==> src/rtl/filter_unwind.sv <==
// Sink-side unwinder for a chain of rotate-left-by-1 filter stages.
// Rotates each 17-bit {data, parity} word right by STAGES % 17, then queues it in a 2-entry elastic buffer.
module filter_unwind #(
  parameter int STAGES = 2,
  parameter int CNT_W  = 16
) (
  input  logic             clk,
  input  logic             reset,
  input  logic [15:0]      io_x_data,
  input  logic             io_x_parity,
  input  logic             io_x_valid,
  output logic             io_x_ready,
  output logic [15:0]      io_y_data,
  output logic             io_y_parity,
  output logic             io_y_valid,
  input  logic             io_y_ready,
  output logic [CNT_W-1:0] io_count
);

  localparam int ROT = STAGES % 17;

  // Rotate right by ROT: shifting the doubled word feeds the low bits back in at the top.
  function automatic logic [16:0] unwind(input logic [16:0] w);
    logic [33:0] dbl;
    dbl = {w, w};
    dbl = dbl >> ROT;
    return dbl[16:0];
  endfunction

  logic [1:0]       occ_r;
  logic [16:0]      head_r;
  logic [16:0]      tail_r;
  logic             ready_r;
  logic             valid_r;
  logic [CNT_W-1:0] cnt_r;

  logic             acc_s;
  logic             del_s;
  logic [16:0]      w_s;
  logic [1:0]       occ_nxt_s;
  logic [16:0]      head_nxt_s;
  logic [16:0]      tail_nxt_s;

  assign w_s   = unwind({io_x_data, io_x_parity});
  assign acc_s = io_x_valid & ready_r;
  assign del_s = valid_r & io_y_ready;

  // Next buffer state: head is always the oldest word; it keeps its value when the buffer drains.
  always_comb begin
    occ_nxt_s  = occ_r;
    head_nxt_s = head_r;
    tail_nxt_s = tail_r;
    case ({acc_s, del_s})
      2'b10: begin
        occ_nxt_s = occ_r + 2'd1;
        if (occ_r == 2'd0) begin
          head_nxt_s = w_s;
        end else begin
          tail_nxt_s = w_s;
        end
      end
      2'b01: begin
        occ_nxt_s = occ_r - 2'd1;
        if (occ_r == 2'd2) begin
          head_nxt_s = tail_r;
        end else begin
          head_nxt_s = head_r;
        end
      end
      2'b11: begin
        // Only reachable at occ=1 (full blocks accept, empty blocks deliver): new word becomes head.
        if (occ_r == 2'd1) begin
          head_nxt_s = w_s;
        end else begin
          head_nxt_s = head_r;
        end
      end
      default: begin
        occ_nxt_s = occ_r;
      end
    endcase
  end

  // Buffer, handshake flags and delivered-word counter; flags derive from next occupancy only.
  always_ff @(posedge clk) begin
    if (!reset) begin
      occ_r   <= 2'd0;
      head_r  <= 17'd0;
      tail_r  <= 17'd0;
      ready_r <= 1'b0;
      valid_r <= 1'b0;
      cnt_r   <= {CNT_W{1'b0}};
    end else begin
      occ_r   <= occ_nxt_s;
      head_r  <= head_nxt_s;
      tail_r  <= tail_nxt_s;
      ready_r <= (occ_nxt_s != 2'd2);
      valid_r <= (occ_nxt_s != 2'd0);
      if (del_s) begin
        cnt_r <= cnt_r + {{(CNT_W-1){1'b0}}, 1'b1};
      end else begin
        cnt_r <= cnt_r;
      end
    end
  end

  assign io_x_ready  = ready_r;
  assign io_y_valid  = valid_r;
  assign io_y_data   = head_r[16:1];
  assign io_y_parity = head_r[0];
  assign io_count    = cnt_r;

endmodule

==> config.mk <==
export PLATFORM = sky130hd
export DESIGN_NAME = filter_unwind
export DESIGN_NICKNAME = d
export VERILOG_FILES = /design/src/rtl/filter_unwind.sv
export SDC_FILE = /design/constraint.sdc
export NUM_CORES = 1
export LEC_CHECK = 0
export CAP_MARGIN = 20
export CORE_MARGIN = 5
export CORE_UTILIZATION = 53
export DETAILED_ROUTE_END_ITERATION = 6
export PLACE_DENSITY = 0.85
export SYNTH_ARGS = -nofsm -noshare
export SYNTH_HDL_FRONTEND = slang
export SYNTH_SLANG_ARGS = --single-unit
==> constraint.sdc <==
create_clock -name clk -period 3.65 [get_ports clk]
set_input_delay 0.5475 -clock clk [delete_from_list [all_inputs] [get_ports clk]]
set_output_delay 0.5475 -clock clk [all_outputs]
set_load 0.005 [all_outputs]
; After elaboration in Yosys (flattened, before gate mapping)
; Cells that the tools add are included.
[op_classes]
muxes = 5
n_addsub = 3
bitwise = 3
n_eq_ne = 9
n_reduce_logical = 5
[ops]
columns = operator, count
row1 = $mux 17, 3
row2 = $pmux 17 s3, 1
row3 = $add 16x1->16 const B, 1
row4 = $ne 2x2->1 const B, 4
row5 = $eq 2x2->1 const B, 3
row6 = $eq 2x1->1 const B, 2
row7 = $pmux 2 s2, 1
row8 = $reduce_and 4->1, 1
row9 = $reduce_bool 3->1, 1
row10 = $add 2x1->2 const B, 1
row11 = $and 1x1->1, 2
row12 = $logic_not 2->1, 1
row13 = $reduce_and 2->1, 1
row14 = $reduce_bool 2->1, 1
row15 = $sub 2x1->2 const B, 1
row16 = $not 1->1, 1
[totals]
wordCells = 31
in_bits = 21
out_inout_bits = 35
regBits = 54

; Longest topological paths before layout
[depth]
word_depth = 4
mapped_depth = 10
depth_no_buf = 7

; Worst setup path before layout
; Ideal clock, no wire load.
[synth_timing]
kind = input -> register
from = in io_y_ready
to = reg head_r[5]
path_slack_ps = 1483
arrival_time_ps = 2088
setup_ps = 79
cell_stages = 10
required_ps = 3571
n_path_buf = 3
cell_sequence = and2_4 > buf_8 > inv_4 > ha_1 > nor2b_1 > buf_2 > a2111oi_4 > buf_2 > nor2_1 > a211oi_2
[synth_between]
elab_chain_cells = 4
elab_cells_between_ends = 10
classes_between = eq/ne: 6 / mux: 1 / bitwise: 1 / reduce/logical: 2
[synth_rtl]
columns = item, line_no
row1 = from (decl), 16  ; input logic io_y_ready,
row2 = $and 1x1->1 (*), 46  ; assign del_s = valid_r & io_y_ready;
row3 = $eq 2x2->1 or $eq 2x1->1 (tied branches), 53  ; case ({acc_s, del_s})
row4 = $ne 2x2->1 (no source line) or $reduce_bool 3->1 (tied branches), -
row5 = $reduce_and 4->1 (no source line), -
row6 = to (signal assigned), 95  ; head_r <= head_nxt_s;
row7 = to (decl), 31  ; logic [16:0] head_r;
; Every way passes the cells marked *; elsewhere a longest branch is shown, timed or not.
; A chain may end at the register's enable or synchronous reset.

; Worst setup path in the final report
[layout_timing]
from = in io_y_ready
to = reg head_r[8]
; Same word-level chain as after synthesis.

==> results.toml <==
[run_status]
status = "finished clean"

[power_and_ir_drop]
p_sw_share_pct = 22.3
switching_power_uw = 264
p_int_uw = 920
p_comb_share_pct = 13.3
p_leak_nw = 1.06
clkPwrFrac_pct = 33.6
pwr-share-seq_pct = 53.0
ir_drop_uv = 234
power_density_nw_per_um2 = 386

[die]
core.rowCount = 24
core-area_um2 = 4380
fp.dieH_um = 77.2
die_area_um2 = 5970
start_util_pct = 54.7
fp.dieW_um = 77.2
ios = 56

[synthesis]
syn_inst = 267
ys_warn_count = 0
synth_edf_count = 0
ys_types = 36
netlist_area_um2 = 2400
avgSynthCellArea_um2 = 8.97
synth_nets = 296
synth.largest_area_cell = "dfxtp_1"
synth_ff_type = "dfxtp_1"
synth_seq_cells = 54
synth-seq-area-share_pct = 45.1
ys_top_cells_by_area = "dfxtp_1, mux2i_1, nand2_1, a21oi_1, nor2_1"
synthDominantCellAreaShare_pct = 45.1
async_flop_share_pct = 0

[worst_setup_path]
critPathKind = "primary input to register"
critPathMaxFanout = 26
crit_arrival_ns = 2.84
slowest_stage = "clkdlybuf4s50_1"
critPathCaptureType = "register"
worst_ep_required_time_ns = 3.86
crit_chain = "clkdlybuf4s50_1 -> and2_4 -> inv_4 -> ha_1 -> nor2b_1 -> a2111oi_4 -> buf_4 -> nor2_1 -> a211oi_1"
slowest_delay_ns = 0.49
startpoint_type = "primary input"

[sta]
setup_viol = 0
hold_slack_ns = 0.458
tightest_slew_ns = 0.688
rsz0062_at_grt = "no"
timing.final.crit_share_pct = 71.9
max_slew_margin_pct = 54.1
drv_slew = 0
fin_setup_tns_ns = 0
fmax_ghz = 0.381
hold_viol_final = 0
finalClockSkew_ns = 0.00789
fin_crit_ns = 2.62
timing.final.ws_setup_ns = 1.03

[clocking]
cts_resized = 0
clock-root-buffer = "clkbuf_8"
clk-insertion-delay-late_ns = 0.30
postCtsSetupRepairBufs = 0
tritoncts = "done"
numCtsBuffers = 5
clk_pin_slew_ns = 0.09
cts_sinks = 54
ctsHoldBuffers = 0
cts.htree.levels = 2
clockBufferDepth = 2

[grt]
antenna_found_initial = 0
grt_max_degree = 40
grt_usage_pct = 16.7
grt_pass1_wl_mm = 8.27
grt_pass1_vias = 1821
gr-total-overflow = 0

[layout]
nets = 346
multi_input_area_um2 = 1200
ff_latch_area_um2 = 1080
drive_above_1_share_pct = 6.31
final_util_pct = 70.1
fin_area_um2 = 3070
antenna_cells = 0
syn_to_final_growth_pct = 28.2
nFillCells = 344

[place]
portBuffers = 55
hpwl_mm = 3.60
dpl_cell_area_um2 = 2960
pre_cts_ws_ns = 0.731
gp_congestion = 0.780

[drt]
route.antenna.remaining_nets = 0
route.detailed.drc = 0
vias = 1999
firstDrtPassIters = 4
drt-vias-per-instance = 5.42
avgRoutedWirePerCell_um = 13.6
totalWireLength_mm = 5.03
drt_iter0_drc = 123

[run]
drv_cap = 0

[min_path]
hold_path_class = "register to register"
-- stage by stage --
stage / std cells / power (mW)
6_report: 369 / 1.18
5_1_grt: 369 / 1.24
4_1_cts: 369 / 1.20
3_5_place_dp: 362 / 0.799
3_3_place_gp: 362 / 0.796
2_1_floorplan: 267 / 0.719
-- kinds of logic after synthesis --
kind of cell | Yosys count | synth area share [%]
flip-flops | 54 | 45.1
AND/OR/NAND/NOR | 104 | 20.6
adder cells (fa/ha/maj) | 8 | 4.18
multiplexers | 19 | 7.94
buffers and inverters | 23 | 4.65
XOR/XNOR | 9 | 3.29
AO/OA/AOI/OAI | 50 | 14.3
-- synth_stat cells (all sizes together), types with 3 or more instances --
master  count
o21ai       3
a211oi     17
inv         6
or4         4
nor2       30
nand3       9
ha          8
dfxtp      54
mux2i      19
buf         8
xor2        7
nand2      45
clkbuf      8
a21oi      24
and2        3
-- final timing paths --
path / from / endpoint / slack, ns / cells past startpoint
worst max-delay path: io_y_ready / head_r[8]$_SDFFE_PN0P_ / 1.03 / 9
worst min-delay path: tail_r[3]$_SDFFE_PN0P_ / tail_r[3]$_SDFFE_PN0P_ / 0.46 / 2
worst max register to register: io_y_valid$_SDFF_PN0_ / head_r[8]$_SDFFE_PN0P_ / 1.37 / 8
worst min register to register: tail_r[3]$_SDFFE_PN0P_ / tail_r[3]$_SDFFE_PN0P_ / 0.46 / 2
-- cell usage in the layout, fill, tap and decap left out, types with 2 or more instances in the layout --
cell	count
a211oi_1	14
nor2b_1	2
or4_1	3
a211oi_2	3
inv_1	5
o21ai_0	3
mux2i_1	19
buf_4	4
and2_1	2
a21oi_1	24
xor2_1	7
nand2_1	45
nand2b_1	2
ha_1	8
and4_1	2
xnor2_1	2
nand3_1	9
clkdlybuf4s50_1	55
nor2_1	30
clkbuf_8	6
a21o_1	2
o31ai_1	2
and3_1	2
dfxtp_1	54
-- layer usage --
layer  vias to the layer above  global-route usage, %  part of all wire (%)
met3                         8                   4.80                   5.4
met1                       921                   21.4                    45
li1                       1016                      -                     -
met5                         -                      0                     0
met2                        54                   27.2                    48
met4                         0                   4.81                   1.2
-- area by class of cell --
class,count,area share [%]
Clock buffer,6,2.69
Clock inverter,1,0.978
Inverter,7,0.937
Multi-Input combinational cell,190,39.2
Sequential cell,54,35.2
Tap cell,52,2.12
Timing Repair Buffer,59,18.9
-- sequential cells by signal (all words and copies together), names as in the netlist --
register and flops:
head_r 17, io_count 16, io_x_ready 1, io_y_valid 1
occ_r 2, tail_r 17
-- power groups by stage --
stage               registers [mW]  clock network (mW)  logic [mW]
CTS                          0.628               0.408       0.159
floorplan                    0.641                   0      0.0777
detailed placement           0.641                   0       0.158
global placement             0.642                   0       0.154
global route                 0.632               0.439       0.173
finish                       0.628               0.399       0.158
-- critical path, delay by kind of cell --
kind / cells / cell delay, ns
and+or+nand+nor: 3 / 0.46
adders and majority gates: 1 / 0.24
buffers and inverters: 3 / 0.93
AOI/OAI and AO/OA: 2 / 0.67
Note: power is estimated with default switching activity, not from simulation.
